--- src/rtl/tracer_rx_pkg.sv ---
// Shared encodings and types for the tracer RX channel.
package tracer_rx_pkg;

  localparam logic [1:0] DS_BYTE = 2'b00;
  localparam logic [1:0] DS_HALF = 2'b01;

  typedef enum logic {IDLE, RUN} rx_state_t;

  typedef struct packed {
    logic [1:0]  datasize;
    logic [15:0] data;
  } rx_beat_t;

endpackage

--- src/rtl/tracer_rx_fifo.sv ---
// Small synchronous beat FIFO with flush; pointers carry an extra wrap bit.
module tracer_rx_fifo import tracer_rx_pkg::*; #(
  parameter int unsigned DEPTH = 4
) (
  input  logic     clk,
  input  logic     rst,
  input  logic     push,
  input  logic     pop,
  input  logic     flush,
  input  rx_beat_t din,
  output rx_beat_t dout,
  output logic     full,
  output logic     empty
);

  localparam int unsigned PW = $clog2(DEPTH);

  rx_beat_t       mem [DEPTH];
  logic [PW:0]    wptr;
  logic [PW:0]    rptr;

  assign empty = (wptr == rptr);
  assign full  = (wptr[PW] != rptr[PW]) && (wptr[PW-1:0] == rptr[PW-1:0]);
  assign dout  = mem[rptr[PW-1:0]];

  always_ff @(posedge clk or posedge rst) begin
    if (rst) begin
      wptr <= '0;
      rptr <= '0;
    end else if (flush) begin
      wptr <= '0;
      rptr <= '0;
    end else begin
      if (push && !full) wptr <= wptr + (PW+1)'(1);
      if (pop && !empty) rptr <= rptr + (PW+1)'(1);
    end
  end

  always_ff @(posedge clk) begin
    if (push && !full && !flush) mem[wptr[PW-1:0]] <= din;
  end

endmodule

--- src/rtl/tracer_rx_channel.sv ---
// uDMA-style RX channel: buffers tracer beats and writes them to L2 with
// address/length tracking, continuous reload and one queued transfer.
module tracer_rx_channel import tracer_rx_pkg::*; #(
  parameter int unsigned L2_AWIDTH_NOAL = 12,
  parameter int unsigned TRANS_SIZE     = 16,
  parameter int unsigned FIFO_DEPTH     = 4
) (
  input  logic                      clk_i,
  input  logic                      rst_i,
  input  logic [L2_AWIDTH_NOAL-1:0] cfg_rx_startaddr_i,
  input  logic [TRANS_SIZE-1:0]     cfg_rx_size_i,
  input  logic                      cfg_rx_continuous_i,
  input  logic                      cfg_rx_en_i,
  input  logic                      cfg_rx_clr_i,
  output logic                      cfg_rx_en_o,
  output logic                      cfg_rx_pending_o,
  output logic [L2_AWIDTH_NOAL-1:0] cfg_rx_curr_addr_o,
  output logic [TRANS_SIZE-1:0]     cfg_rx_bytes_left_o,
  input  logic [1:0]                data_rx_datasize_i,
  input  logic [15:0]               data_rx_data_i,
  input  logic                      data_rx_valid_i,
  output logic                      data_rx_ready_o,
  output logic                      l2_req_o,
  input  logic                      l2_gnt_i,
  output logic [L2_AWIDTH_NOAL-1:0] l2_addr_o,
  output logic [31:0]               l2_wdata_o,
  output logic [3:0]                l2_be_o,
  output logic                      end_of_transfer_o
);

  rx_state_t                 state, state_nxt;
  logic [L2_AWIDTH_NOAL-1:0] curr_addr, pend_addr;
  logic [TRANS_SIZE-1:0]     bytes_left, pend_size, step;
  logic                      pending, clr_hold;
  rx_beat_t                  head;
  logic                      full, empty, half;
  logic                      req, gnt_hit, clr_eff, done, en_ok;
  logic                      load_cfg, load_pend, capture;
  logic [3:0]                be;

  tracer_rx_fifo #(.DEPTH(FIFO_DEPTH)) u_fifo (
    .clk   (clk_i),
    .rst   (rst_i),
    .push  (data_rx_valid_i && data_rx_ready_o),
    .pop   (gnt_hit),
    .flush (clr_eff),
    .din   ('{datasize: data_rx_datasize_i, data: data_rx_data_i}),
    .dout  (head),
    .full  (full),
    .empty (empty)
  );

  assign half    = head.datasize[1] || (head.datasize == DS_HALF);
  assign step    = half ? TRANS_SIZE'(2) : TRANS_SIZE'(1);
  assign req     = (state == RUN) && !empty && (bytes_left != '0);
  assign gnt_hit = req && l2_gnt_i;
  // A clear arriving while a request waits for grant is held until that write lands.
  assign clr_eff = (cfg_rx_clr_i || clr_hold) && !(req && !l2_gnt_i);
  assign done    = (state == RUN) && (bytes_left == '0) && !clr_eff;
  assign en_ok   = cfg_rx_en_i && !cfg_rx_clr_i && !clr_hold;

  // On completion with nothing queued, a same-cycle start is taken directly.
  assign load_cfg  = ((state == IDLE) && en_ok) ||
                     (done && (cfg_rx_continuous_i || (!pending && en_ok)));
  assign load_pend = done && !cfg_rx_continuous_i && pending;
  assign capture   = (state == RUN) && en_ok &&
                     !(done && !cfg_rx_continuous_i && !pending);

  always_comb begin
    be = '0;
    if (!half)               be = 4'b0001 << curr_addr[1:0];
    else if (bytes_left == TRANS_SIZE'(1)) be = curr_addr[1] ? 4'b0100 : 4'b0001;
    else                     be = curr_addr[1] ? 4'b1100 : 4'b0011;
  end

  always_comb begin
    state_nxt = state;
    if (clr_eff) begin
      state_nxt = IDLE;
    end else if (state == IDLE) begin
      if (en_ok) state_nxt = RUN;
    end else if (done && !cfg_rx_continuous_i && !pending && !en_ok) begin
      state_nxt = IDLE;
    end
  end

  always_ff @(posedge clk_i or posedge rst_i) begin
    if (rst_i) begin
      state             <= IDLE;
      curr_addr         <= '0;
      bytes_left        <= '0;
      pending           <= 1'b0;
      pend_addr         <= '0;
      pend_size         <= '0;
      clr_hold          <= 1'b0;
      end_of_transfer_o <= 1'b0;
    end else begin
      state             <= state_nxt;
      end_of_transfer_o <= done;
      clr_hold          <= (cfg_rx_clr_i || clr_hold) && !clr_eff;
      if (load_cfg) begin
        curr_addr  <= cfg_rx_startaddr_i;
        bytes_left <= cfg_rx_size_i;
      end else if (load_pend) begin
        curr_addr  <= pend_addr;
        bytes_left <= pend_size;
      end else if (gnt_hit) begin
        curr_addr  <= curr_addr + L2_AWIDTH_NOAL'(step);
        bytes_left <= (bytes_left > step) ? bytes_left - step : '0;
      end
      if (clr_eff) begin
        pending <= 1'b0;
      end else if (capture) begin
        pending   <= 1'b1;
        pend_addr <= cfg_rx_startaddr_i;
        pend_size <= cfg_rx_size_i;
      end else if (load_pend) begin
        pending <= 1'b0;
      end
    end
  end

  assign cfg_rx_en_o         = (state == RUN);
  assign cfg_rx_pending_o    = pending;
  assign cfg_rx_curr_addr_o  = curr_addr;
  assign cfg_rx_bytes_left_o = bytes_left;
  assign data_rx_ready_o     = (state == RUN) && !full;
  assign l2_req_o            = req;
  assign l2_addr_o           = curr_addr;
  assign l2_be_o             = req ? be : '0;
  assign l2_wdata_o          = !req ? '0 :
                               half ? {2{head.data}} : {4{head.data[7:0]}};

endmodule

--- config.mk ---
export PLATFORM = sky130hd
export DESIGN_NAME = tracer_rx_channel
export DESIGN_NICKNAME = d
export VERILOG_FILES = /design/src/rtl/tracer_rx_pkg.sv /design/src/rtl/tracer_rx_fifo.sv /design/src/rtl/tracer_rx_channel.sv
export SDC_FILE = /design/constraint.sdc
export NUM_CORES = 1
export LEC_CHECK = 0
export CAP_MARGIN = 10
export CORE_MARGIN = 8
export CORE_UTILIZATION = 55
export CTS_BUF_LIST = sky130_fd_sc_hd__clkbuf_8 sky130_fd_sc_hd__clkbuf_16
export DETAILED_ROUTE_END_ITERATION = 7
export GPL_TIMING_DRIVEN = 0
export HOLD_SLACK_MARGIN = 0.05
export PLACE_DENSITY_LB_ADDON = 0.25
export SLEW_MARGIN = 40
export SYNTH_ARGS = -nofsm -noshare
export SYNTH_HDL_FRONTEND = slang
export SYNTH_SLANG_ARGS = --single-unit
--- constraint.sdc ---
create_clock -name clk_i -period 7.8 [get_ports clk_i]
set_input_delay 1.56 -clock clk_i [delete_from_list [all_inputs] [get_ports clk_i]]
set_output_delay 1.56 -clock clk_i [all_outputs]
set_load 0.005 [all_outputs]
==> qor_table.md <==
| Parameter | This run |
|:---|:---|
| Outcome | complete, no violations |
| Final count of hold timing violations | 0 |
| Critical path required time | 6240 ps |
| Final setup TNS | 0 ps |
| Number of nets in the finished design | 772 |
| Kind of cell with the highest combined delay on the critical path | buffers and inverters |
| Global-route usage over all layers | 0.2336 |
| Total congestion overflow | 0 |
| Fin crit period | 5438 ps |
| CP startpoint | cfg_rx_bytes_left_o[9] |
| Leading register cell type out of synthesis | edfxtp_1 |
| Area of the mapped netlist | 6854 sq um |
| Unrepaired setup endpoints after global routing | false |
| Post-Place Worst Slack | 2840 ps |
| Clock Sink Count | 138 |
| Final antenna diode count | 0 |
| Number of vias in the routed layout | 5285 |
| Port Buffers | 132 |
| Number of routed nets with antenna violations | 0 |
| Area growth from synthesis to layout | 31.42% |
| Ratio of final minimum period to clock period | 0.6971 |
| DR top layer | met4 |
| Worst path most repeated cell | buf_2 |
| Instance count along the most critical hold path | 1 |
| Number of synthesized flops with an enable pin | 72 |
| Iteration-0 DRC count of the detailed router | 456 |
| Largest net degree at the start of global routing | 38 |
| Number of post-CTS setup repair buffers | 0 |
| Synthesis-stage register bit count | 138 |
| Clock transition at the register clock pins on the worst setup and hold paths after CTS | 60 ps |
| Adder and majority cell fraction of the synthesized area | 0.01935 |
| Crit path largest cell delay | 600 ps |
| Average wire length per cell after detail routing | 20.90 microns |
| Async set-reset flop share out of synthesis | 0.4783 |
| Largest family of logic cells by synthesized area | multiplexers |
| Startpoint of the worst hold path | pend_addr[7] |
| FF-to-FF setup slack | 4190 ps |
| Clock skew | 9.932 ps |
| Maximum clock path buffer count | 2 |
| Worst reg2reg endpoint | cfg_rx_bytes_left_o[9] |
| Startpoint of the lowest-slack register-to-register path | u_fifo.rptr[0] |
| Initial standard-cell utilization of the core | 0.5659 |
| Buffer type at the clock tree root | clkbuf_16 |
| Synthesized net count | 619 |
| Post-synthesis share of cell area spent on xor and xnor gates | 0.01278 |
| Crit path capture type | output pin |
| Count of buffer and inverter cells on the critical path | 4 |
| Transition time at the pin with the least slew margin | 735.7 ps |
| Worst R2R Path Depth | 10 |
| Min-delay worst type | flop to flop |
| Worst setup margin | 2362 ps |
| Power per cell area | 224.2 nW/um^2 |
| Start-to-end type of the worst setup path | flop to output pin |
| Synth Area per Inst | 12.33 sq um |
| Layout fillers | 815 |
| Cell-by-cell trace of the critical path | or4_4, or4_1, o21ai_2, buf_2, buf_2, nor2_1, buf_4, clkdlybuf4s50_1 |
| Max-cap violations | 0 |
| Worst Hold Endpoint | pend_addr[7] |
| Met3 routed WL | 1489 microns |
| Chip height | 127.6 microns |
| Post-cts resize count | 0 |
| Fraction of post-synthesis cell area in the top cell type by area | 0.3154 |
| Worst hold slack across all endpoints | 507.9 ps |
| Count of hold buffers inserted by post-cts repair | 0 |
| Worst-skew pair later-pin latency | 430 ps |
| Total die area | 16290 sq um |
| Number of setup violations in the final report | 0 |
| Std-Cell Rows | 40 |
| Routability congestion estimate | 0.9079 |
| Clock tree from TritonCTS | done |
| Wire length of the first global-routing pass | 29430 microns |
| Drt first pass iters | 5 |
| Largest cells by area after synthesis | edfxtp_1 32%, dfrtp_1 24%, mux4_2 5.9% |
| Type of origin of the critical path | flop |
| Number of vias per cell after detailed routing | 5.938 |
| H-tree levels | 4 |
| Overall power of the completed layout | 0.002020 W |
| Sum of net half-perimeters after detailed placement | 13190 microns |
| Number of antenna violations at the first check in global routing | 0 |
| Worst slew slack as a fraction of its limit | 0.5096 |
| Number of global-route vias before repair | 5577 |
| Share of cells above drive strength 1 | 0.1911 |
| Data arrival at the endpoint of the critical path | 3880 ps |
| Die X | 127.6 microns |
| Number of clock buffers inserted by TritonCTS | 17 |
| Count of final max-slew check failures | 0 |
| Number of cells produced by synthesis | 556 |
| Final Routed Wirelength | 18600 microns |
| Leakage | 3.342 nW |
| Library cell occupying the most area in the post-synthesis netlist | edfxtp_1 |
| CP max-delay cell | or4_4 |
| Top-level I/O count | 134 |
| Number of different library cells in the post-synthesis netlist | 61 |
| M1 wire length | 7160 microns |
| Total core area | 12110 sq um |
| WL met2 | 9521 microns |
| Post-route DRC violation count | 0 |
| Fraction of the mapped netlist area in compound gates | 0.1028 |
| Largest fanout on the critical path | 10 |
| Number of synthesis warnings | 0 |
| Share of the yosys chip area belonging to registers | 0.5564 |
| Multiplexer share of the synthesized area | 0.1278 |
| Synthesized-area fraction occupied by and/or/nand/nor cells | 0.1254 |
| Maximum clock rate | 183.9 MHz |
| Largest voltage drop on the vdd net | 0.1603 mV |
-- worst register-to-register path, delay by kind of cell (launching register included) --
family	cells	cell delay, ps
DFF	1	420
xor gates and xnor gates	1	180
adders and majority gates	1	310
and+or+nand+nor	3	820
AOI/OAI and AO/OA	2	360
muxes	1	440
buffers and inverters	2	1000
-- how the worst max path moves through the flow --
| stage | endpoint | slack [ps] | cells after the start |
|---|---|---|---|
| after floorplan | l2_wdata_o[24] | 3810 | 7 |
| after global placement | l2_wdata_o[30] | 2860 | 8 |
| after detailed placement | l2_wdata_o[28] | 2840 | 8 |
| after CTS | l2_wdata_o[28] | 2380 | 8 |
| after global routing | l2_wdata_o[28] | 2240 | 8 |
| final | l2_wdata_o[27] | 2360 | 8 |
-- layer usage --
layer	up-vias	global-route usage
li1	2391	-
met1	2631	0.2630
met2	224	0.4066
met3	39	0.06364
met4	0	0.1056
met5	-	0
-- layout make-up --
cell class	count	area (sq um)	share of cell area
buffer	54	337.8	0.03751
clock buffer	17	425.4	0.04723
clock inverter	15	126.4	0.01403
inverter	12	47.55	0.005279
multi-input combinational	352	2678	0.2973
sequential	138	3814	0.4234
tap	168	210.2	0.02334
timing repair buffer	134	1369	0.1520
-- cells in the mapped netlist (11+ instances only) --
cell,instances
nand3_1,11
o21ai_0,18
mux2i_1,11
mux2_2,20
nand2_1,51
a21oi_1,17
mux4_2,18
edfxtp_1,72
dfrtp_1,66
nor2_1,46
buf_4,28
inv_1,12
nor4_1,12
clkbuf_1,13
-- metrics by stage --
stage          utilization  instances  cell area [sq um]
2_1_floorplan            -        556               6854
3_3_place_gp        0.6924        856               8386
3_5_place_dp        0.6975        858               8448
4_1_cts             0.7431        890               9000
5_1_grt             0.7437        890               9007
6_report            0.7437        890               9007
-- logic make-up after synthesis --
family / Yosys count
buf+inv: 66
fa+ha+maj: 10
flops: 138
mux: 58
xor+xnor: 10
simple gates: 172
compound gates: 102
-- layout by cell type (no fill, tap or decap), types with 10 or more instances in the layout --
cell type        instances
clkdlybuf4s50_1        132
nand3_1                 11
o31ai_1                 10
mux4_2                  18
inv_1                   11
buf_2                   11
clkbuf_16               17
clkbuf_1                12
dfrtp_1                 66
nor2_1                  45
a211oi_1                10
o21ai_0                 18
nand2_1                 51
nor2b_1                 10
buf_4                   28
a21oi_1                 17
mux2_2                  20
edfxtp_1                72
mux2i_1                 11
nor4_1                  11
-- power breakdown --
part           switching, W  internal [W]  leakage (nW)
Combinational      0.000140      0.000205          1.61
Sequential        0.0000772      0.000841          1.46
Clock              0.000320      0.000437         0.273
Total              0.000536       0.00148          3.34
-- registers in the layout, indices dropped and copies added, names as in the netlist, 3 cells and up --
| signal | flops |
|---|---|
| cfg_rx_bytes_left_o | 16 |
| cfg_rx_curr_addr_o | 12 |
| u_fifo.mem | 72 |
| u_fifo.wptr | 3 |
| pend_size | 16 |
| u_fifo.rptr | 3 |
| pend_addr | 12 |
(Power assumes the default switching activity.)
